**src/rtl/lvds_tx_framer.sv**
```systemverilog
// Transmit framer: buffers user words in a small FIFO and hands one word to the
// serializer per synchronized request edge, with training after reset and idle fill.
module lvds_tx_framer #(
    parameter int                          PARALLEL_WIDTH = 8,
    parameter int                          FIFO_DEPTH     = 4,
    parameter int                          TRAIN_WORDS    = 16,
    parameter logic [PARALLEL_WIDTH-1:0]   IDLE_WORD      = 8'hBC
) (
    input  logic                            clk_sys,
    input  logic                            reset,
    input  logic [PARALLEL_WIDTH-1:0]       tx_data_in,
    input  logic                            tx_data_valid,
    output logic                            tx_data_ready,
    input  logic                            ser_word_req,
    output logic [PARALLEL_WIDTH-1:0]       serialized_word,
    output logic                            tx_frame_pulse,
    output logic                            tx_word_is_data,
    output logic                            tx_training,
    output logic [$clog2(FIFO_DEPTH):0]     fifo_level
);
    localparam int PW  = $clog2(FIFO_DEPTH);
    localparam int LW  = PW + 1;
    localparam int TCW = $clog2(TRAIN_WORDS + 1);

    typedef enum logic {ST_TRAIN, ST_DATA} state_t;

    state_t                     state_q, state_d;
    logic [TCW-1:0]             train_cnt_q, train_cnt_d;
    logic                       sync1_q, sync2_q, sync3_q;
    logic                       req_edge;
    logic [PARALLEL_WIDTH-1:0]  mem [FIFO_DEPTH];
    logic [PW-1:0]              wr_ptr_q, wr_ptr_d, rd_ptr_q, rd_ptr_d;
    logic [LW-1:0]              level_q, level_d;
    logic [PARALLEL_WIDTH-1:0]  word_q, word_d;
    logic                       is_data_q, is_data_d;
    logic                       pulse_q;
    logic                       push, pop;

    // Request arrives from another domain; sync3 is only the edge-detect history.
    assign req_edge = sync2_q & ~sync3_q;

    assign tx_data_ready   = !reset && (level_q != LW'(FIFO_DEPTH));
    assign push            = tx_data_valid && tx_data_ready;
    assign serialized_word = word_q;
    assign tx_frame_pulse  = pulse_q;
    assign tx_word_is_data = is_data_q;
    assign tx_training     = (state_q == ST_TRAIN);
    assign fifo_level      = level_q;

    always_comb begin
        state_d     = state_q;
        train_cnt_d = train_cnt_q;
        word_d      = word_q;
        is_data_d   = is_data_q;
        pop         = 1'b0;
        if (req_edge) begin
            if (state_q == ST_TRAIN) begin
                word_d      = IDLE_WORD;
                is_data_d   = 1'b0;
                train_cnt_d = train_cnt_q - TCW'(1);
                if (train_cnt_q == TCW'(1)) begin
                    state_d = ST_DATA;
                end
            end else if (level_q != '0) begin
                pop       = 1'b1;
                word_d    = mem[rd_ptr_q];
                is_data_d = 1'b1;
            end else begin
                word_d    = IDLE_WORD;
                is_data_d = 1'b0;
            end
        end
    end

    always_comb begin
        wr_ptr_d = push ? wr_ptr_q + PW'(1) : wr_ptr_q;
        rd_ptr_d = pop  ? rd_ptr_q + PW'(1) : rd_ptr_q;
        level_d  = level_q;
        case ({push, pop})
            2'b10:   level_d = level_q + LW'(1);
            2'b01:   level_d = level_q - LW'(1);
            default: level_d = level_q;
        endcase
    end

    always_ff @(posedge clk_sys) begin
        if (reset) begin
            state_q     <= ST_TRAIN;
            train_cnt_q <= TCW'(TRAIN_WORDS);
            sync1_q     <= 1'b0;
            sync2_q     <= 1'b0;
            sync3_q     <= 1'b0;
            wr_ptr_q    <= '0;
            rd_ptr_q    <= '0;
            level_q     <= '0;
            word_q      <= '0;
            is_data_q   <= 1'b0;
            pulse_q     <= 1'b0;
        end else begin
            state_q     <= state_d;
            train_cnt_q <= train_cnt_d;
            sync1_q     <= ser_word_req;
            sync2_q     <= sync1_q;
            sync3_q     <= sync2_q;
            wr_ptr_q    <= wr_ptr_d;
            rd_ptr_q    <= rd_ptr_d;
            level_q     <= level_d;
            word_q      <= word_d;
            is_data_q   <= is_data_d;
            pulse_q     <= req_edge;
        end
    end

    // Storage has no reset so it maps onto distributed/block RAM.
    always_ff @(posedge clk_sys) begin
        if (push) begin
            mem[wr_ptr_q] <= tx_data_in;
        end
    end
endmodule

```
**config.mk**
```make
export PLATFORM = sky130hd
export DESIGN_NAME = lvds_tx_framer
export DESIGN_NICKNAME = d
export VERILOG_FILES = /design/src/rtl/lvds_tx_framer.sv
export SDC_FILE = /design/constraint.sdc
export NUM_CORES = 1
export LEC_CHECK = 0
export CAP_MARGIN = 15
export CORE_UTILIZATION = 50
export CTS_BUF_LIST = sky130_fd_sc_hd__clkbuf_16
export DETAILED_ROUTE_END_ITERATION = 10
export PLACE_DENSITY = 0.73
export SETUP_SLACK_MARGIN = 0.2
export SYNTH_ARGS = -nofsm -noshare
export SYNTH_HDL_FRONTEND = slang
export SYNTH_SLANG_ARGS = --single-unit
```
**constraint.sdc**
```tcl
create_clock -name clk_sys -period 4.4 [get_ports clk_sys]
set_input_delay 1.32 -clock clk_sys [delete_from_list [all_inputs] [get_ports clk_sys]]
set_output_delay 1.32 -clock clk_sys [all_outputs]
set_load 0.1 [all_outputs]
```
==> metrics.cfg <==
[sta]
report.final.hold_viol_count=0
hold-worst-slack_ps=448
fin_crit_ps=3420
final.setup.tns_ps=0
fin_worst_skew_ps=4.45
worst_slew_pin_slew_ps=971
min_period_over_period_pct=77.7
drv_slew=0
setup_violations=0
rsz0062_at_grt=false
slew_headroom_pct=35.1
fmax_mhz=292

[power]
vdd_drop_max_uv=377
pwr-share-comb_pct=7.9
p_clk_share_pct=44.3
power_leakage_uw=0.00102
pwr-share-seq_pct=47.8
power.density_nw_per_um2=448
switching_power_uw=288
power.internal_uw=1010
switching_share_pct=22.1

[synth]
ys_seq_area_share_pct=65.3
synth_area_sq_um=2330
ys.warnings.count=0
synth_cell_type_count=38
ys_seq_elements=60
synth_cells=159
syn_avg_cell_area_sq_um=14.7
syn_nets=179

[cts]
cts_root_buffer=clkbuf_16
holdBufCountCts=0
htreeDepth=3
cts.sinks=60
cts_buffers=9
cts.path.max_buffers=2
cts.repair.resized=0
clock_latency_ps=320
cts_tree=done
post-cts-setup-buffer-count=0
clkSlewWorstSetupHoldPaths_ps=50

[grt]
grt_overflow=0
antenna_found_initial=0
grt_usage_pct=19.6
grt_pass1_wl_microns=6890
grt_pass1_vias=1471
grt_start_max_net_pins=21

[worst_setup_path]
rrSetupSlack_ps=1920
timing.rr.end=fifo_level[2]$_SDFFE_PP0P_
regToRegStartpoint=sync3_q$_SDFF_PP0_
cp.arrival_ps=2100
r2r_cells=9
cp-endpoint=tx_data_ready
path_class=in2out
critPathMaxFanout=2
endpoint_kind=primary output
crit_path_start=reset
required_ps=3080
critPathLaunchType=input port

[drt]
drtIter0Drc=67
first_pass_iters=4
drc=0
wl_microns=4130
ant_nets=0
wl_per_cell_microns=16.6
vias=1377
vias_per_cell=5.53

[floorplanning]
io_pins=27
initial_utilization_pct=52.8
coreArea_sq_um=4410
row_count=24
chipWidth_microns=70.3
die_area_sq_um=4940
die_h_microns=70.3

[final_layout]
fin_util_pct=65.9
nets=212
drive_gt1_share_pct=13.2
area_growth_pct=24.8
mostFrequentLayoutCell=edfxtp_1
final_cell_mix=edfxtp_1 (32), dfxtp_1 (28), clkdlybuf4s50_1 (25)
num_antenna_cells=0

[run_status]
outcome=completed

[worst_hold_path]
hold_class=reg2reg

[job]
drv_cap=0

[placement]
hpwl_microns=2830
gp_routability_congestion=0.821
port_buffers=26

[kinds of logic (layout without fill, tap and decap cells)]
| logic type | Yosys count | count (layout) | share of synthesized area (%) |
|---|---|---|---|
| xor gates and xnor gates | 4 | 4 | 1.50 |
| muxes | 10 | 10 | 8.64 |
| adders and majority gates | 8 | 8 | 4.62 |
| DFF | 60 | 60 | 65.3 |
| and+or+nand+nor | 37 | 37 | 9.98 |
| AOI/OAI and AO/OA | 23 | 23 | 7.14 |
| buffers and inverters | 17 | 55 | 2.84 |
[power groups by stage]
stage / Clock [uW] / Combinational [uW] / Sequential (uW)
floorplan: 0 / 41.8 / 658
global placement: 0 / 100 / 632
detailed placement: 0 / 103 / 633
CTS: 590 / 104 / 623
global route: 609 / 111 / 625
finish: 577 / 103 / 623
[state kept, by name (all words and copies together) (netlist names), 2 cells and up, named ones only]
register	count
wr_ptr_q	2
mem	32
train_cnt_q	5
rd_ptr_q	2
serialized_word	8
fifo_level	3
[final cells by class]
type,instances,area (sq um)
Clock buffer,9,225
Clock inverter,7,28.8
Fill cell,317,1510
Inverter,12,45.0
Multi-Input combinational cell,82,746
Sequential cell,60,1520
Tap cell,52,65.1
Timing Repair Buffer,27,278
[synthesized netlist by cell type (all sizes together)]
master,number,area share [%]
or3,4,1.1
and3,1,0.27
clkinv,1,0.16
inv,11,1.8
a211oi,1,0.32
nor2,10,1.6
xor2,2,0.75
a32o,3,1.3
nor3b,3,1.4
o31ai,1,0.32
nand3b,1,0.32
o21ai,4,0.86
ha,7,3.8
nand2,2,0.32
or2b,1,0.32
nand4b,1,0.38
mux2i,1,0.43
edfxtp,32,41
and4bb,1,0.54
or4,1,0.32
a21oi,9,1.9
buf,3,0.59
o221a,5,2.4
mux2,1,0.48
or2,1,0.27
xnor2,2,0.75
nor2b,4,1.1
clkbuf,2,0.32
and2,4,1.1
fa,1,0.86
or3b,1,0.38
mux4,8,7.7
dfxtp,28,24
nor3,2,0.64
[worst min-delay path by stage]
stage,startpoint,endpoint,cells past startpoint
3_3_place_gp,sync1_q$_SDFF_PP0_,sync2_q$_SDFF_PP0_,1
3_5_place_dp,sync1_q$_SDFF_PP0_,sync2_q$_SDFF_PP0_,1
6_report,sync1_q$_SDFF_PP0_,sync2_q$_SDFF_PP0_,1
5_1_grt,sync1_q$_SDFF_PP0_,sync2_q$_SDFF_PP0_,1
2_1_floorplan,sync1_q$_SDFF_PP0_,sync2_q$_SDFF_PP0_,1
4_1_cts,sync1_q$_SDFF_PP0_,sync2_q$_SDFF_PP0_,1
[through the flow]
step / setup WS (ps) / power, uW / cell area (sq um) / cells
after floorplan: 542 / 700 / 2330 / 159
after global placement: 929 / 732 / 2660 / 233
after detailed placement: 792 / 737 / 2660 / 233
after CTS: 976 / 1320 / 2910 / 249
after global routing: 936 / 1340 / 2910 / 249
final: 980 / 1300 / 2910 / 249
[critical path, cell delays in order]
cell and delay (ps):
clkdlybuf4s50_1 430, nor2_2 160, buf_12 190
[per-layer routing]
layer	vias to the layer above	part of all wire (%)	wire length, microns	global-route usage, %
li1	655	-	-	-
met1	672	41	1700	20.6
met2	34	51	2120	32.7
met3	16	4.0	167	6.20
met4	0	3.6	148	14.0
met5	-	0	0	0
Power figures use the tool's default switching activity.
